`src/rtl/stopwatch_lap_core.sv`:
```
// stopwatch_lap_core
//   Stopwatch timebase that counts HH:MM:SS.CC directly in BCD, plus a FIFO
//   of captured split/lap records. The FIFO is drained through valid/ready.
//
// Parameters
//   CLK_HZ       input clock frequency
//   TICK_HZ      centisecond tick rate (CLK_HZ/TICK_HZ integer, >= 2)
//   LAP_DEPTH    lap FIFO entries (power of two, >= 2)
//   PRESET_TIME  value the total timer takes on reset; 0 in normal use,
//                nonzero only for bring-up near the 99:59:59.99 rollover
//
// Ports
//   clock, reset_n  system clock, asynchronous active-low reset
//   start_pause     pulse: IDLE/PAUSE -> RUN, RUN -> PAUSE
//   lap             pulse: capture a record while running
//   clear_time      pulse: zero timers and return to IDLE (ignored in RUN)
//   clear_laps      pulse: flush FIFO and clear lap_overrun
//   lap_mode        0 = record total time, 1 = record time since last capture
//   running         high in RUN
//   time_bcd        {H1,H0,M1,M0,S1,S0,C1,C0} total time
//   lap_valid       FIFO non-empty
//   lap_ready       consumer pops head when lap_valid && lap_ready
//   lap_data        FIFO head; holds the last head when the FIFO empties
//   lap_count       entries stored
//   lap_overrun     sticky: a capture was dropped on a full FIFO
//   time_wrap       sticky: total time rolled over 99:59:59.99 -> 0
module stopwatch_lap_core #(
    parameter int          CLK_HZ      = 50_000_000,
    parameter int          TICK_HZ     = 100,
    parameter int          LAP_DEPTH   = 8,
    parameter logic [31:0] PRESET_TIME = 32'h0
) (
    input  logic                         clock,
    input  logic                         reset_n,
    input  logic                         start_pause,
    input  logic                         lap,
    input  logic                         clear_time,
    input  logic                         clear_laps,
    input  logic                         lap_mode,
    output logic                         running,
    output logic [31:0]                  time_bcd,
    output logic                         lap_valid,
    input  logic                         lap_ready,
    output logic [31:0]                  lap_data,
    output logic [$clog2(LAP_DEPTH):0]   lap_count,
    output logic                         lap_overrun,
    output logic                         time_wrap
);

    localparam int DIV = CLK_HZ / TICK_HZ;
    localparam int PW  = $clog2(DIV);
    localparam int AW  = $clog2(LAP_DEPTH);
    localparam int CW  = AW + 1;

    localparam logic [PW-1:0] PRESC_LAST = PW'(DIV - 1);
    localparam logic [CW-1:0] FULL_COUNT = CW'(LAP_DEPTH);
    localparam logic [31:0]   TIME_MAX   = 32'h9959_5999;

    localparam logic [1:0] S_IDLE  = 2'd0;
    localparam logic [1:0] S_RUN   = 2'd1;
    localparam logic [1:0] S_PAUSE = 2'd2;

    // One-centisecond increment of an HH:MM:SS.CC BCD word. The tens digits
    // of seconds and minutes (nibbles 3 and 5) roll at 5, all others at 9.
    // The carry out of H1 is dropped, so 99:59:59.99 becomes all zeros.
    function automatic logic [31:0] bcd_inc(input logic [31:0] t);
        logic [31:0] q;
        logic        c;
        logic [3:0]  d;
        logic [3:0]  lim;
        q = t;
        c = 1'b1;
        for (int i = 0; i < 8; i++) begin
            d   = t[4*i +: 4];
            lim = (i == 3 || i == 5) ? 4'd5 : 4'd9;
            if (c) begin
                if (d == lim) begin
                    q[4*i +: 4] = 4'd0;
                end else begin
                    q[4*i +: 4] = d + 4'd1;
                    c           = 1'b0;
                end
            end
        end
        return q;
    endfunction

    logic [1:0]    state_q;
    logic [PW-1:0] presc_q;
    logic [31:0]   total_q;
    logic [31:0]   lap_t_q;
    logic          time_wrap_q;

    logic [31:0]   mem [LAP_DEPTH];
    logic [AW-1:0] wr_ptr_q;
    logic [AW-1:0] rd_ptr_q;
    logic [CW-1:0] count_q;
    logic [31:0]   head_q;
    logic          overrun_q;

    logic          is_run;
    logic          tick;
    logic          push_req;
    logic [31:0]   record;
    logic          full;
    logic          do_pop;
    logic          do_push;
    logic          drop;
    logic [AW-1:0] rd_ptr_nxt;

    assign is_run     = (state_q == S_RUN);
    assign tick       = is_run && (presc_q == PRESC_LAST);
    assign push_req   = lap && is_run;
    // Record is taken from the register values, i.e. before any same-cycle tick.
    assign record     = lap_mode ? lap_t_q : total_q;
    assign full       = (count_q == FULL_COUNT);
    assign do_pop     = (count_q != '0) && lap_ready;
    // A pop frees the slot in the same cycle, so a full FIFO still accepts a push.
    assign do_push    = push_req && !clear_laps && (!full || do_pop);
    assign drop       = push_req && !clear_laps && full && !do_pop;
    assign rd_ptr_nxt = rd_ptr_q + 1'b1;

    // Control FSM, prescaler and the two BCD timers
    always_ff @(posedge clock or negedge reset_n) begin
        if (!reset_n) begin
            state_q     <= S_IDLE;
            presc_q     <= '0;
            total_q     <= PRESET_TIME;
            lap_t_q     <= '0;
            time_wrap_q <= 1'b0;
        end else if (clear_time && !is_run) begin
            state_q     <= S_IDLE;
            presc_q     <= '0;
            total_q     <= '0;
            lap_t_q     <= '0;
            time_wrap_q <= 1'b0;
        end else begin
            if (start_pause) begin
                state_q <= is_run ? S_PAUSE : S_RUN;
            end
            // Held outside RUN so that a resume finishes the partial tick.
            if (is_run) begin
                presc_q <= tick ? '0 : presc_q + 1'b1;
            end
            if (tick) begin
                total_q <= bcd_inc(total_q);
                if (total_q == TIME_MAX) begin
                    time_wrap_q <= 1'b1;
                end
            end
            // A capture restarts the lap timer even when the record is dropped;
            // a coinciding tick is already counted in the fresh lap.
            if (push_req) begin
                lap_t_q <= tick ? 32'h0000_0001 : 32'h0000_0000;
            end else if (tick) begin
                lap_t_q <= bcd_inc(lap_t_q);
            end
        end
    end

    // Lap FIFO with a registered head so lap_data holds its value when empty
    always_ff @(posedge clock or negedge reset_n) begin
        if (!reset_n) begin
            for (int i = 0; i < LAP_DEPTH; i++) begin
                mem[i] <= '0;
            end
            wr_ptr_q  <= '0;
            rd_ptr_q  <= '0;
            count_q   <= '0;
            head_q    <= '0;
            overrun_q <= 1'b0;
        end else if (clear_laps) begin
            wr_ptr_q  <= '0;
            rd_ptr_q  <= '0;
            count_q   <= '0;
            overrun_q <= 1'b0;
        end else begin
            if (do_push) begin
                mem[wr_ptr_q] <= record;
                wr_ptr_q      <= wr_ptr_q + 1'b1;
            end
            if (do_pop) begin
                rd_ptr_q <= rd_ptr_nxt;
            end
            count_q <= count_q + CW'(do_push) - CW'(do_pop);
            if (drop) begin
                overrun_q <= 1'b1;
            end
            // Next head: the following stored entry after a pop, the incoming
            // record when it lands in an empty (or just-emptied) FIFO, else hold.
            if (do_pop) begin
                if (count_q == CW'(1)) begin
                    if (do_push) begin
                        head_q <= record;
                    end
                end else begin
                    head_q <= mem[rd_ptr_nxt];
                end
            end else if (do_push && count_q == '0) begin
                head_q <= record;
            end
        end
    end

    assign running     = is_run;
    assign time_bcd    = total_q;
    assign time_wrap   = time_wrap_q;
    assign lap_valid   = (count_q != '0);
    assign lap_data    = head_q;
    assign lap_count   = count_q;
    assign lap_overrun = overrun_q;

endmodule

```
`config.mk`:
```
export PLATFORM = sky130hd
export DESIGN_NAME = stopwatch_lap_core
export DESIGN_NICKNAME = d
export VERILOG_FILES = /design/src/rtl/stopwatch_lap_core.sv
export SDC_FILE = /design/constraint.sdc
export NUM_CORES = 1
export LEC_CHECK = 0
export ABC_AREA = 0
export CAP_MARGIN = 40
export CORE_MARGIN = 1
export CORE_UTILIZATION = 40
export DETAILED_ROUTE_END_ITERATION = 12
export DONT_BUFFER_PORTS = 1
export GPL_ROUTABILITY_DRIVEN = 0
export HOLD_SLACK_MARGIN = 0.12
export PLACE_DENSITY_LB_ADDON = 0.05
export SLEW_MARGIN = 40
export SYNTH_ARGS = -nofsm -noshare
export SYNTH_HDL_FRONTEND = slang
export SYNTH_SLANG_ARGS = --single-unit
```
`constraint.sdc`:
```
create_clock -name clock -period 2.9 [get_ports clock]
set_clock_uncertainty 0.1 [all_clocks]
set_input_delay 0.58 -clock clock [delete_from_list [all_inputs] [get_ports clock]]
set_output_delay 0.58 -clock clock [all_outputs]
set_load 0.02 [all_outputs]
```
* After elaboration in Yosys (flattened, before gate mapping)
Cells that the tools add are included.
** Storage, ports and cells
- Register bits :: 385
- Bits of input ports :: 8
- Logic and storage cells :: 262
** Operators by class
- $add $sub $neg :: 21
- $lt $le $gt $ge :: 3
- Equality and inequality tests :: 22
- Mux-type cells :: 124
- Bitwise logic cells :: 3
- Reductions and logical operators :: 57
** Operator list (number)
- $mux W32 :: 13
- $bwmux W256 :: 1
- $mux W4 :: 31
- $bmux W32 S3 :: 1
- $demux W32 S3 :: 1
- $mux W1 :: 67
- $add A4 B1 Y4 const B :: 16
- $mux W19 :: 3
- $eq A4 B4 Y1 const B :: 13
- $eq A32 B32 Y1 const B :: 1
- $reduce_and A2 Y1 :: 16
- $reduce_bool A2 Y1 :: 15
- $reduce_bool A3 Y1 :: 8
- $add A19 B1 Y19 const B :: 1
- $eq A19 B19 Y1 const B :: 1
- $eq A4 B3 Y1 const B :: 4
- $mux W3 :: 4
- $logic_and A1 B1 Y1 :: 10
- $ge A4 B4 Y1 const B :: 2
- $not A3 Y4 :: 2
- $add A3 B1 Y3 const B :: 2
- $mux W2 :: 3
- $add A4 B1 Y4 :: 1
- $eq A4 B1 Y1 const B :: 1
- 10 further kinds :: 13

* Longest topological paths before layout
- Depth after elaboration :: 33
- Depth in mapped cells :: 14

* Least setup slack after synthesis
OpenSTA, ideal clock, no wires.
- Path kind :: reg2reg
- From :: reg count_q[2] (netlist: lap_count[2])
- To :: reg head_q[10] (netlist: lap_data[10])
- Setup time :: 0.125 ns
- Arrival :: 2.811 ns
- Required time :: 2.675 ns
- Slack :: -0.136 ns
- Cell stages (with the launch flop) :: 15
- Path buffers :: 2
- Path through :: dfrtp_1 > inv_1 > ha_1 > nand2b_1 > or2_2 > clkbuf_1 > nand2_1 > inv_1 > ha_1 > inv_1 > a21oi_1 > nor3b_1 > a21oi_1 > clkbuf_1 > mux2_2
** On the way
- Word-level cells in the longest chain between the ends :: 7
- Elaborated cells between the ends (all ways) :: 14
** Ends and longest elaborated chain
- start: declaration :: RTL line 97 : logic [CW-1:0] count_q;
- start signal: assignment :: RTL line 185 : count_q <= count_q + CW'(do_push) - CW'(do_pop);
- $reduce_bool A4 Y1 *
- named net lap_valid :: RTL line 42 : output logic lap_valid,
- $logic_and A1 B1 Y1 * :: RTL line 117 : assign do_pop = (count_q != '0) && lap_ready;
- $logic_or A1 B1 Y1 :: RTL line 119 : assign do_push = push_req && !clear_laps && (!full || do_pop);
- $logic_and A1 B1 Y1 :: RTL line 119
- $logic_and A1 B1 Y1 :: RTL line 199 : end else if (do_push && count_q == '0) begin
- $reduce_bool A2 Y1 (no source line)
- $reduce_and A3 Y1 (no source line)
- end signal: assignment :: RTL line 194 : head_q <= record;
- end signal: assignment :: RTL line 197 : head_q <= mem[rd_ptr_nxt];
- end signal: assignment :: RTL line 200 : head_q <= record;
- end: declaration :: RTL line 98 : logic [31:0] head_q;
Mark *: on every way through the listed nets, which the timed path passes. The rest lies on a longest branch.
A chain may end at the register's enable or synchronous reset.

* Final worst setup path
- From :: reg presc_q[11]
- To :: reg total_q[29] (netlist: time_bcd[29])
** On the way
- Word-level cells in the longest chain between the ends :: 4
** Ends and longest elaborated chain
- start: declaration :: RTL line 89 : logic [PW-1:0] presc_q;
- start signal: assignment :: RTL line 143 : presc_q <= tick ? '0 : presc_q + 1'b1;
- $eq A19 B19 Y1 :: RTL line 112 : assign tick = is_run && (presc_q == PRESC_LAST);
- $logic_and A1 B1 Y1 :: RTL line 112
- $reduce_bool A2 Y1 (no source line)
- $reduce_and A2 Y1 (no source line)
- end signal: assignment :: RTL line 146 : total_q <= bcd_inc(total_q);
- end: declaration :: RTL line 90 : logic [31:0] total_q;
Every way passes these cells.

==> run metrics <==
status finished with violations; failing checks negative hold slack; Synth Area in Adders 0.0291; vias per cell 5.35; Critical Path Slowest Stage Cell or4_4; post-synthesis compound-gate area fraction 0.130; Yosys warnings 0; Seq/Total Area, Yosys 0.526; die width about 220 um; TritonCTS buffer count 45; Net Count, Synth roughly 1800; maxcap violations 0; TNS Setup 0 ns; Synth Area in XOR/XNOR 0.0100; full die area approximately 47000 um^2; Post-Layout Cell Count 2436; RSZ-0062 raised after global routing no; first-pass GRT wire length roughly 78000 um; ys flop type dfrtp_1; Bufs on Longest Clock Path 3; Max VDD drop about 0.0005 V; CP top delay family simple AND/OR/NAND/NOR gates; worst hold slack -0.386 ns; Clock Sinks roughly 390; Post-Synth Simple-Gate Area 0.150; ys async rst share 1.00; Reg2Reg Setup Slack 0.09 ns; Max-slew headroom 0.397; Final Max Slew Viols 0; Critical Path Stages 5; max incr delay on CP approximately 0.58 ns; final wirelength a little under 50000 um; Cell Count Post-Placement roughly 2300; Tightest Pin Transition approximately 0.90 ns; IO Count 80; total power 14.7 mW; cell taking the most area after synthesis dfrtp_1; endpoints failing hold ~390; Synth-to-Final Area Change 16.5%; Post-CTS Setup Inserts 0; 1st-iter DRT viols 744; crit path max fanout 6; period utilization 0.968; Hold WC Path Type in2async; antenna viol nets, final 0; Startpoint Class register; ratio of cells with drive above 1 in the final layout 0.171; Skew-Pair Late Insertion Delay roughly 0.57 ns; grt ovf 0; Setup-failing EPs final 0; routed via count 13000; Post-Synthesis Cells roughly 1700; largest cells by area after synthesis dfrtp_1 53%, mux4_2 7.9%, o21ai_0 6.8%; Mapped Avg Cell Area about 10 um^2; Pleak between 9 and 10 nW; cell area power density slightly below 700 nW/um^2; CTS clk-pin slew, worst paths approximately 0.060 ns; Tot GR Track Use 0.214; post-synth top area share 0.526; CTS tree done; CP Buf/Inv Count 0; mux cell area share after synthesis 0.125; CP required roughly 3.3 ns; fmax 0.356 GHz; R2R cell count 5; htree depth 2; initial core utilization 0.405; number of remaining DRC errors 0; # port buffers 0; largest family of logic cells by synthesized area simple AND/OR/NAND/NOR gates; final-stage net count 1851; Post-synth EDFFs 0; drt wl/cell ~20 um; CP endpoint kind register; crit path kind reg2reg; most used cell, CP or4_4; Post-DP HPWL 29700 um; hold buffer count at CTS 6; core footprint 45300 um^2; Syn Std Cell Area roughly 18000 um^2; Cell Chain, Critical Path or4_4 -> or4_4 -> or4_4 -> or3_1 -> a21oi_1; Antenna diodes 0; # rows 78; vias in the first global route ~13000; fin crit period 2.81 ns; Synth cell types 57; Yosys reg bits roughly 390; die height between 200 and 250 um; Worst EP arrival between 3 and 4 ns; initial antenna violation count 0; DRT Pass-1 Iters 5; Root Buffer clkbuf_16; pin count of the biggest net entering global routing ~390
-- worst paths after layout --
path	from	to
max	presc_q[11]	time_bcd[29]
min	reset_n	mem[106]
max reg2reg	presc_q[11]	time_bcd[29]
min reg2reg	mem[58]	mem[58]
max in group asynchronous	reset_n	lap_data[26]
min in group clock	clear_time	presc_q[17]
-- power by group --
group,internal (mW),total [mW],switching [mW],leakage (nW)
Sequential,5.72,6.27,0.554,5.33
Combinational,1.23,2.69,1.46,3.31
Clock,3.48,5.78,2.30,0.762
Total,10.4,14.7,4.31,9.40
-- stage by stage --
| stage | setup slack [ns] | utilization | instance area, um^2 |
|---|---|---|---|
| 6_report | 0.0922 | 0.471 | 21300 |
| 5_1_grt | 0.0140 | 0.471 | 21300 |
| 4_1_cts | 0.00384 | 0.471 | 21300 |
| 3_5_place_dp | -0.00184 | 0.436 | 19800 |
| 3_3_place_gp | 0.0553 | 0.436 | 19800 |
| 2_1_floorplan | 0.0273 | - | 18300 |
-- placed cells by master (no fill, tap or decap), types with 4 or more instances in the layout --
master | netlist | final
a211oi_1 | 32 | 32
a21oi_1 | 111 | 109
a31oi_1 | 8 | 8
a41oi_1 | 4 | 4
and2_1 | 38 | 38
and3_1 | 4 | 4
and3b_1 | 14 | 14
and4_1 | 4 | 4
buf_12 | 0 | 10
buf_4 | 0 | 104
clkbuf_1 | 102 | 7
clkbuf_16 | 0 | 47
clkbuf_8 | 0 | 10
clkinv_2 | 0 | 13
dfrtp_1 | 385 | 384
dlygate4sd3_1 | 0 | 6
ha_1 | 41 | 40
inv_1 | 32 | 32
mux2_2 | 34 | 34
mux2i_1 | 46 | 45
mux4_2 | 64 | 64
nand2_1 | 289 | 288
nand2b_1 | 5 | 5
nand3_1 | 29 | 29
nand3b_1 | 9 | 9
nand4_1 | 14 | 14
nand4b_1 | 7 | 7
nand4bb_4 | 0 | 4
nor2_1 | 89 | 88
nor2b_1 | 5 | 5
nor3_1 | 10 | 10
nor4_1 | 7 | 7
o21ai_0 | 249 | 248
or3_1 | 26 | 26
or4_1 | 9 | 7
xnor2_1 | 7 | 6
xor2_1 | 14 | 13
-- worst register-to-register path: cells and delay by family (launching register included) --
| kind | cells | cell delay (ns) |
|---|---|---|
| compound gates | 1 | 0.17 |
| simple gates | 4 | 2.07 |
| flops | 1 | 0.39 |
-- registers in the layout, summed over array words and instances (netlist names) --
signal and cells:
lap_t_q 32, mem 256, presc_q 19, time_bcd 32, time_wrap 1, lap_count 4
rd_ptr_q 3, wr_ptr_q 3, lap_overrun 1, state_q 2, lap_data 32
-- cells by family (layout without fill, tap and decap cells) --
family | after synthesis | after routing
simple gates | 576 | 576
compound gates | 434 | 434
flops | 385 | 385
buf+inv | 145 | 234
mux | 144 | 144
fa+ha+maj | 42 | 42
xor+xnor | 21 | 21
-- routing by layer --
layer  vias to the layer above  track usage  wire (um)
met1                      6446        0.291      22900
met2                       183        0.354      22700
met3                        66       0.0379       1760
li1                       6340            -          -
met4                         0       0.0552       1060
met5                         -            0          0
-- cells in the mapped netlist, types with 3 or more instances --
library cell / number
nor2_1: 89
nor2b_1: 5
nand4b_1: 7
o211ai_1: 3
or4_1: 9
or3_1: 26
a311oi_1: 3
and4_1: 4
a21oi_1: 111
a31o_2: 3
nand2b_1: 5
xor2_1: 14
nor4_2: 3
o21ai_0: 249
mux4_2: 64
inv_1: 32
nand4_1: 14
dfrtp_1: 385
a41oi_1: 4
o21a_1: 3
nand3b_1: 9
and2_1: 38
a211oi_1: 32
nor3b_1: 3
o31ai_1: 3
buf_1: 9
nand3_1: 29
mux2i_1: 46
and3b_1: 14
nor3_1: 10
xnor2_1: 7
o211a_1: 3
nand2_1: 289
ha_1: 41
nand4bb_1: 4
nor4_1: 7
clkbuf_1: 102
mux2_2: 34
and3_1: 4
a31oi_1: 8
-- what timing repair did --
action	in CTS	in global routing
endpoints found under the hold margin	398	385
gates resized for setup	1	2
setup endpoints to repair	1	8
-- final cells by class --
cell class | instances | area, um^2
fillers | 4316 | 23900
inverters | 32 | 120
multi-input cells | 1217 | 8290
flip-flops and latches | 385 | 9640
repair buffers | 120 | 1040
clock inverters | 18 | 173
well taps | 600 | 751
clock buffers | 64 | 1340
Power figures use the tool's default switching activity.
